`src/rtl/sdio_cmdframe.sv`:
```
// Host-side SDIO CMD-line engine: sends a CRC7-protected 48-bit command, then collects and
// validates the card's 48- or 136-bit reply. Bit timing comes from the i_ckstb strobe.
module sdio_cmdframe #(
    parameter int unsigned TIMEOUT = 64,
    parameter int unsigned NCC     = 8
) (
    input  logic         i_clk,
    input  logic         i_reset,
    input  logic         i_ckstb,
    input  logic         i_request,
    input  logic [1:0]   i_type,
    input  logic [5:0]   i_cmd,
    input  logic [31:0]  i_arg,
    output logic         o_busy,
    output logic         o_done,
    output logic [1:0]   o_err,
    output logic [5:0]   o_resp,
    output logic [119:0] o_arg,
    input  logic         i_cmd_in,
    output logic         o_cmd,
    output logic         o_cmd_en
);
    localparam int unsigned MaxTN  = (TIMEOUT > NCC) ? TIMEOUT : NCC;
    localparam int unsigned CntMax = (MaxTN > 136) ? MaxTN : 136;
    localparam int unsigned CntW   = $clog2(CntMax + 1);

    localparam logic [1:0] TypeNone   = 2'd0;
    localparam logic [1:0] TypeR2     = 2'd2;
    localparam logic [1:0] TypeR3     = 2'd3;
    localparam logic [1:0] ErrOk      = 2'd0;
    localparam logic [1:0] ErrTimeout = 2'd1;
    localparam logic [1:0] ErrCrc     = 2'd2;
    localparam logic [1:0] ErrFrame   = 2'd3;

    typedef enum logic [2:0] {StIdle, StTx, StWait, StRx, StNcc} state_e;

    state_e          state_q, state_d;
    logic [CntW-1:0] cnt_q, cnt_d;
    logic [47:0]     frame_q, frame_d;
    logic [1:0]      type_q, type_d;
    logic [134:0]    shift_q, shift_d;
    logic [6:0]      crc_q, crc_d;
    logic            cmd_q, cmd_d;
    logic            cmd_en_q, cmd_en_d;
    logic            done_q, done_d;
    logic [1:0]      err_q, err_d;
    logic [5:0]      resp_q, resp_d;
    logic [119:0]    arg_q, arg_d;

    function automatic logic [6:0] crc7_step(input logic [6:0] crc, input logic bit_in);
        logic fb;
        fb = crc[6] ^ bit_in;
        return {crc[5:0], 1'b0} ^ (fb ? 7'h09 : 7'h00);
    endfunction

    function automatic logic [6:0] crc7_40(input logic [39:0] d);
        logic [6:0] c;
        c = '0;
        for (int i = 39; i >= 0; i--) begin
            c = crc7_step(c, d[i]);
        end
        return c;
    endfunction

    // Full received word including the bit sampled on this strobe.
    logic [135:0] shift_in;
    logic         rx_long, rx_last, rx_crc_bit, frame_bad;

    assign shift_in   = {shift_q, i_cmd_in};
    assign rx_long    = (type_q == TypeR2);
    assign rx_last    = rx_long ? (cnt_q == CntW'(135)) : (cnt_q == CntW'(47));
    assign rx_crc_bit = rx_long ? (cnt_q >= CntW'(8) && cnt_q < CntW'(128))
                                : (cnt_q < CntW'(40));
    assign frame_bad  = rx_long ? (shift_in[135] || shift_in[134] || !shift_in[0])
                                : (shift_in[47] || shift_in[46] || !shift_in[0]);

    always_comb begin
        state_d  = state_q;
        cnt_d    = cnt_q;
        frame_d  = frame_q;
        type_d   = type_q;
        shift_d  = shift_q;
        crc_d    = crc_q;
        cmd_d    = cmd_q;
        cmd_en_d = cmd_en_q;
        done_d   = 1'b0;
        err_d    = err_q;
        resp_d   = resp_q;
        arg_d    = arg_q;

        unique case (state_q)
            StIdle: begin
                // The clock carrying o_done still counts as busy for acceptance.
                if (i_request && !done_q) begin
                    state_d = StTx;
                    cnt_d   = '0;
                    type_d  = i_type;
                    frame_d = {2'b01, i_cmd, i_arg, crc7_40({2'b01, i_cmd, i_arg}), 1'b1};
                end
            end
            StTx: begin
                if (i_ckstb) begin
                    cmd_d    = frame_q[47];
                    cmd_en_d = 1'b1;
                    frame_d  = {frame_q[46:0], 1'b1};
                    if (cnt_q == CntW'(47)) begin
                        cnt_d   = '0;
                        state_d = (type_q == TypeNone) ? StNcc : StWait;
                    end else begin
                        cnt_d = cnt_q + 1'b1;
                    end
                end
            end
            StWait: begin
                if (i_ckstb) begin
                    cmd_d    = 1'b1;
                    cmd_en_d = 1'b0;
                    if (!i_cmd_in) begin
                        state_d = StRx;
                        shift_d = '0;
                        crc_d   = '0;
                        cnt_d   = CntW'(1);
                    end else if (cnt_q == CntW'(TIMEOUT - 1)) begin
                        state_d = StIdle;
                        done_d  = 1'b1;
                        err_d   = ErrTimeout;
                        resp_d  = '0;
                        arg_d   = '0;
                    end else begin
                        cnt_d = cnt_q + 1'b1;
                    end
                end
            end
            StRx: begin
                if (i_ckstb) begin
                    shift_d = shift_in[134:0];
                    cnt_d   = cnt_q + 1'b1;
                    if (rx_crc_bit) begin
                        crc_d = crc7_step(crc_q, i_cmd_in);
                    end
                    if (rx_last) begin
                        state_d = StIdle;
                        done_d  = 1'b1;
                        if (frame_bad) begin
                            err_d = ErrFrame;
                        end else if (type_q != TypeR3 && crc_q != shift_in[7:1]) begin
                            err_d = ErrCrc;
                        end else begin
                            err_d = ErrOk;
                        end
                        resp_d = rx_long ? shift_in[133:128] : shift_in[45:40];
                        arg_d  = rx_long ? shift_in[127:8] : {88'd0, shift_in[39:8]};
                    end
                end
            end
            StNcc: begin
                if (i_ckstb) begin
                    cmd_d    = 1'b1;
                    cmd_en_d = 1'b0;
                    if (cnt_q == CntW'(NCC - 1)) begin
                        state_d = StIdle;
                        done_d  = 1'b1;
                        err_d   = ErrOk;
                        resp_d  = '0;
                        arg_d   = '0;
                    end else begin
                        cnt_d = cnt_q + 1'b1;
                    end
                end
            end
            default: state_d = StIdle;
        endcase
    end

    always_ff @(posedge i_clk) begin
        if (i_reset) begin
            state_q  <= StIdle;
            cnt_q    <= '0;
            frame_q  <= '0;
            type_q   <= '0;
            shift_q  <= '0;
            crc_q    <= '0;
            cmd_q    <= 1'b1;
            cmd_en_q <= 1'b0;
            done_q   <= 1'b0;
            err_q    <= '0;
            resp_q   <= '0;
            arg_q    <= '0;
        end else begin
            state_q  <= state_d;
            cnt_q    <= cnt_d;
            frame_q  <= frame_d;
            type_q   <= type_d;
            shift_q  <= shift_d;
            crc_q    <= crc_d;
            cmd_q    <= cmd_d;
            cmd_en_q <= cmd_en_d;
            done_q   <= done_d;
            err_q    <= err_d;
            resp_q   <= resp_d;
            arg_q    <= arg_d;
        end
    end

    assign o_busy   = (state_q != StIdle);
    assign o_done   = done_q;
    assign o_err    = err_q;
    assign o_resp   = resp_q;
    assign o_arg    = arg_q;
    assign o_cmd    = cmd_q;
    assign o_cmd_en = cmd_en_q;

endmodule

```
`config.mk`:
```
export PLATFORM = sky130hd
export DESIGN_NAME = sdio_cmdframe
export DESIGN_NICKNAME = d
export VERILOG_FILES = /design/src/rtl/sdio_cmdframe.sv
export SDC_FILE = /design/constraint.sdc
export NUM_CORES = 1
export LEC_CHECK = 0
export BUFFER_PORTS_ARGS = -buffer_cell sky130_fd_sc_hd__buf_2
export CAP_MARGIN = 25
export CORE_ASPECT_RATIO = 1.25
export CORE_UTILIZATION = 50
export DETAILED_ROUTE_END_ITERATION = 7
export GPL_TIMING_DRIVEN = 0
export PLACE_DENSITY = 0.82
export SLEW_MARGIN = 20
export SYNTH_ARGS = -nofsm -noshare
export SYNTH_HDL_FRONTEND = slang
export SYNTH_SLANG_ARGS = --single-unit
export TNS_END_PERCENT = 30
```
`constraint.sdc`:
```
create_clock -name i_clk -period 6.2 [get_ports i_clk]
set_input_delay 0.93 -clock i_clk [delete_from_list [all_inputs] [get_ports i_clk]]
set_output_delay 0.93 -clock i_clk [all_outputs]
set_load 0.05 [all_outputs]
```
==> Word level (Yosys, flattened, before mapping) <==
Index checks and enable logic that the tools add are counted.
{ "totals": {"input_bits": 45, "elab_cells": 263, "register_bits": 334} }
{ "op_classes": {"n_eq_ne": 27, "reduce_logical": 26, "mux": 117, "add_sub_neg": 1, "n_lt_le_gt_ge": 3, "n_bitwise": 77} }
{ "ops": {"columns": ["op", "n"], "rows": [
  ["2-to-1 mux 120 bit", 8],
  ["2-to-1 mux 135 bit", 3],
  ["case mux 120 bit (3 select lines)", 1],
  ["case mux 135 bit (2 select lines)", 1],
  ["XOR 7 x 4 -> 7 bit", 37],
  ["2-to-1 mux 4 bit", 39],
  ["2-to-1 mux 48 bit", 2],
  ["case mux 48 bit (2 select lines)", 1],
  ["2-to-1 mux 8 bit", 9],
  ["2-to-1 mux 6 bit", 8],
  ["case mux 8 bit (5 select lines)", 1],
  ["XOR 1 bit", 36],
  ["2-to-1 mux 3 bit", 11],
  ["2-to-1 mux 7 bit", 4],
  ["inequality test 2 bit (second input constant)", 14],
  ["2-to-1 mux 2 bit", 9],
  ["case mux 6 bit (3 select lines)", 1],
  ["== test 8 x 6 -> 1 bit (second input constant)", 2],
  ["AND reduction 8 bit", 2],
  ["case mux 3 bit (5 select lines)", 1],
  ["case mux 7 bit (2 select lines)", 1],
  ["2-to-1 mux 1 bit", 13],
  ["AND reduction 9 bit", 1],
  ["adder 8 x 1 -> 8 bit (second input constant)", 1],
  ["31 further kinds", 45]
]} }

==> Longest topological paths before layout <==
{ "logic_depth": {"ltp_word": 111, "ltp_mapped": 11} }

==> Worst setup path after synthesis <==
Ideal clock, no wire load.
{ "synth_timing": {"path_kind": "input to register", "start": "in i_cmd[0]", "end": "reg frame_q[5]", "cell_stages": 7, "n_path_buf": 0, "arrival_ns": 3.012, "setup_time_ns": 0.073, "setup_slack_ns": 3.115, "path_cell_list": "xnor3_2 > xnor3_2 > xnor2_2 > xnor3_2 > xnor3_1 > or3_1 > o211ai_2"} }
{ "synth_via": {"elab_chain_cells": 51} }
{ "synth_rtl": {"columns": ["element", "line_no", "rtl"], "rows": [
  ["start: declaration", "12", "input logic [5:0] i_cmd,"],
  ["XOR 1 bit *", "52", "fb = crc[6] ^ bit_in;"],
  ["2-to-1 mux 4 bit *", "53", "return {crc[5:0], 1'b0} ^ (fb ? 7'h09 : 7'h00);"],
  ["XOR 7 x 4 -> 7 bit * (4 in series)", "53", null],
  ["XOR 1 bit or XOR 7 x 4 -> 7 bit (tied branches)", "52, 53", null],
  ["2-to-1 mux 4 bit or XOR 7 x 4 -> 7 bit (tied branches)", "53", null],
  ["XOR 7 x 4 -> 7 bit * (4 in series)", "53", null],
  ["XOR 1 bit or XOR 7 x 4 -> 7 bit (tied branches)", "52, 53", null],
  ["2-to-1 mux 4 bit or XOR 7 x 4 -> 7 bit (tied branches)", "53", null],
  ["[... 22 more ...]", null, null],
  ["XOR 1 bit or XOR 7 x 4 -> 7 bit (tied branches)", "52, 53", null],
  ["2-to-1 mux 4 bit or XOR 7 x 4 -> 7 bit (tied branches)", "53", null],
  ["XOR 7 x 4 -> 7 bit * (4 in series)", "53", null],
  ["XOR 1 bit or XOR 7 x 4 -> 7 bit (tied branches)", "52, 53", null],
  ["2-to-1 mux 4 bit or XOR 7 x 4 -> 7 bit (tied branches)", "53", null],
  ["XOR 7 x 4 -> 7 bit * (5 in series)", "53", null],
  ["2-to-1 mux 48 bit *", "94", "if (i_request && !done_q) begin"],
  ["case mux 48 bit (2 select lines) *", "91", "unique case (state_q)"],
  ["end signal: assignment", "192", "frame_q <= frame_d;"],
  ["end: declaration", "39", "logic [47:0] frame_q, frame_d;"]
]} }
Mark *: on every way between the ends. The rest lies on a longest branch, timed or not. The select of a mux whose other input is x is not followed.
A chain may end at the register's enable or synchronous reset.

==> Final worst setup path <==
{ "layout_timing": {"start": "reg state_q[2]", "end": "reg arg_q[63], in the netlist o_arg[63]"} }
{ "layout_via": {"elab_chain_cells": 3} }
{ "layout_rtl": {"columns": ["element", "line_no", "rtl"], "rows": [
  ["start: declaration", "37", "state_e state_q, state_d;"],
  ["start signal: assignment", "177", "state_q <= StIdle;"],
  ["start signal: assignment", "190", "state_q <= state_d;"],
  ["== test 3 x 2 -> 1 bit or == test 3 bit (tied branches)", "91", null],
  ["inequality test 2 bit (no source line) or nonzero test 3 bit (tied branches)", null, null],
  ["AND reduction 8 bit (no source line)", null, null],
  ["end signal: assignment", "201", "arg_q <= arg_d;"],
  ["end: declaration", "48", "logic [119:0] arg_q, arg_d;"]
]} }
Parallel ways exist; a longest one is shown, timed or not.

==> impl_metrics.yaml <==
global_routing:
  grt_pass1_wl_microns: 54900
  grt_use_total: 0.245
  grt_max_degree: 15
  antenna_found_initial: 1
  gr-total-overflow: 0
  grt_pass1_vias: 11258
cts:
  post_cts_resized: 0
  clk_pin_slew_worst_paths_ps: 60
  cts_buffers: 31
  ctsHoldBuffers: 0
  clk_latency_ps: 550
  cts.sinks: 334
  htree_levels: 1
  cts-root-buf: "clkbuf_16"
  ctsLongestPathBuffers: 3
  cts_setup_buffers: 0
  cts_tree: "built"
layout:
  synthToLayoutAreaGrowth_pct: 17.5
  ff_latch_area_sq_um: 6690
  n_fill_cell: 2246
  multi_input_area_sq_um: 6030
  drive_gt1_frac: 0.139
  fin_nets: 1771
detailed_routing:
  viasPerCell: 5.72
  initialDrtViolationCount: 789
  drt_wl_total_microns: 34200
  wl_per_cell_microns: 16.4
  antenna_left: 0
  dr.pass1.iters: 6
  num_vias: 11939
  drc_errors: 0
synthesis:
  synth_top_area_frac: 0.504
  ys_ff_latch: 334
  yosysTopAreaCell: "dfxtp_1"
  yosys-top-cells-count: "dfxtp_1 (334), nor2_1 (247), nand2_1 (195)"
  yosys_warnings: 0
  synth_cell_types: 54
  synthTopCellsByArea: "dfxtp_1 (50%), a22oi_1 (10%), nor2_1 (7.0%)"
  async_reset_ff_frac: 0
  post_synth.cell_area_avg_sq_um: 8.74
  netlist_area_sq_um: 13300
  synth_most_common_cell: "dfxtp_1"
  synth_cells: 1517
  syn-num-nets: 1564
  synth_ff_type: "dfxtp_1"
  seq_area_frac_synth: 0.504
  synth_edf_count: 0
timing:
  skew_ps: 9.03
  max_freq_mhz: 285
  slew_viol_final: 0
  rsz0062_at_grt: "false"
  setup-tns-final_ps: 0
  setup_viol: 0
  whs_ps: 448
  fin_crit_ps: 3510
  tightest_slew_ps: 1050
  period_share: 0.565
  relSlewSlack: 0.297
  hold_violations: 0
floorplan:
  dieArea_sq_um: 27200
  rows: 66
  die_y_microns: 184
  fp.dieW_microns: 148
  io_pins: 177
  initial_core_util: 0.510
  coreArea_sq_um: 26000
critical_path:
  cp_max_fo: 10
  crit_type: "reg -> reg"
  endpoint_kind: "flop"
  slowest_delay_ps: 910
  critPathMostFrequentCell: "clkbuf_1"
  cpMaxStageDelayCell: "o221ai_1"
  startpoint_type: "flop"
  path_cells: "clkbuf_1, nor2b_1, clkbuf_1, nand2_1, o221ai_1, clkbuf_1, clkbuf_1, nand2_1, a21oi_1"
  worstPathArrival_ps: 3980
  cp.required_ps: 6680
power_and_ir_drop:
  cellPowerDensity_nw_per_um2: 352
  power_leakage_uw: 0.00597
  vdd_drop_max_v: 0.000219
hold_path:
  hp-class: "reg -> reg"
placed_design:
  port_buffers: 173
  place.gp.congestion: 0.943
  hpwl_microns: 24200
outcome:
  status: "finished clean"
job:
  drv_cap: 0
## where the power goes
part	total, uW	internal, uW	switching (uW)
clock	1900	1100	800
sequential	2360	2290	75.6
combinational	1220	487	736
total	5480	3870	1610
## registers in the layout, indices dropped and copies added (netlist names)
signal,cells
shift_q,135
o_arg,120
o_err,2
crc_q,7
cnt_q,8
o_done,1
o_resp,6
o_cmd_en,1
state_q,3
type_q,2
frame_q,48
o_cmd,1
## cell usage in the layout (no fill, tap or decap), types with 3 or more instances in the layout
cell type,n
nand3b_1,4
xnor2_2,4
xnor3_1,7
o21a_1,3
nand4_1,3
nor2b_1,5
dfxtp_1,334
nor4_1,5
buf_1,3
or4_1,3
inv_1,6
nand3_1,95
and3_1,5
a21oi_1,114
nand2_1,195
xor2_1,11
clkinv_2,6
a22oi_1,179
buf_2,177
a311oi_1,38
xnor2_1,36
mux2i_1,8
xor3_1,5
or3_1,4
o21ai_0,17
clkbuf_8,9
nor3_1,14
nor2_1,247
xnor3_2,6
clkbuf_16,31
clkbuf_1,132
## worst max-delay path, delay by kind of cell, from the launching register on
kind            cells  cell delay [ps]
simple gates        3              600
buf+inv             4             1480
flops               1              300
compound gates      2             1050
## path summary, 6_finish.rpt
check | end | start | cells past startpoint | slack [ps]
setup / recovery | o_arg[63]$_SDFFE_PP0P_ | state_q[2]$_SDFFE_PP0P_ | 9 | 2690
hold / removal | o_arg[58]$_SDFFE_PP0P_ | o_arg[58]$_SDFFE_PP0P_ | 2 | 450
setup reg to reg | o_arg[63]$_SDFFE_PP0P_ | state_q[2]$_SDFFE_PP0P_ | 9 | 2690
hold reg to reg | o_arg[58]$_SDFFE_PP0P_ | o_arg[58]$_SDFFE_PP0P_ | 2 | 450
## layout make-up
| class | count | area share |
|---|---|---|
| inverters | 6 | 0.00145 |
| diodes | 1 | 0.000161 |
| flip-flops and latches | 334 | 0.429 |
| repair buffers | 174 | 0.0559 |
| clock inverters | 10 | 0.00675 |
| clock buffers | 44 | 0.0587 |
| well taps | 340 | 0.0273 |
| multi-input cells | 1042 | 0.387 |
| plain buffers | 135 | 0.0333 |
## metrics by stage
stage / cell area (sq um) / total power, uW / worst slack (ps) / util / std cells
3_3_place_gp: 14600 / 3570 / 2520 / 0.559 / 2030
3_5_place_dp: 14600 / 3600 / 2450 / 0.560 / 2031
2_1_floorplan: 13300 / 3330 / 3110 / - / 1517
6_report: 15600 / 5480 / 2690 / 0.599 / 2086
4_1_cts: 15600 / 5490 / 2840 / 0.599 / 2085
5_1_grt: 15600 / 5730 / 2410 / 0.599 / 2085
## cell families after synthesis
| logic type | synth area share |
|---|---|
| compound gates | 0.192 |
| xor+xnor | 0.0696 |
| fa+ha+maj | 0.00189 |
| buf+inv | 0.0408 |
| flops | 0.504 |
| mux | 0.00604 |
| simple gates | 0.185 |
## routing by layer
| layer | track usage | wire, microns |
|---|---|---|
| met1 | 0.293 | 13700 |
| met3 | 0.0429 | 2450 |
| met5 | 0 | 0 |
| met4 | 0.111 | 1430 |
| met2 | 0.426 | 16600 |
(Power assumes the default switching activity.)
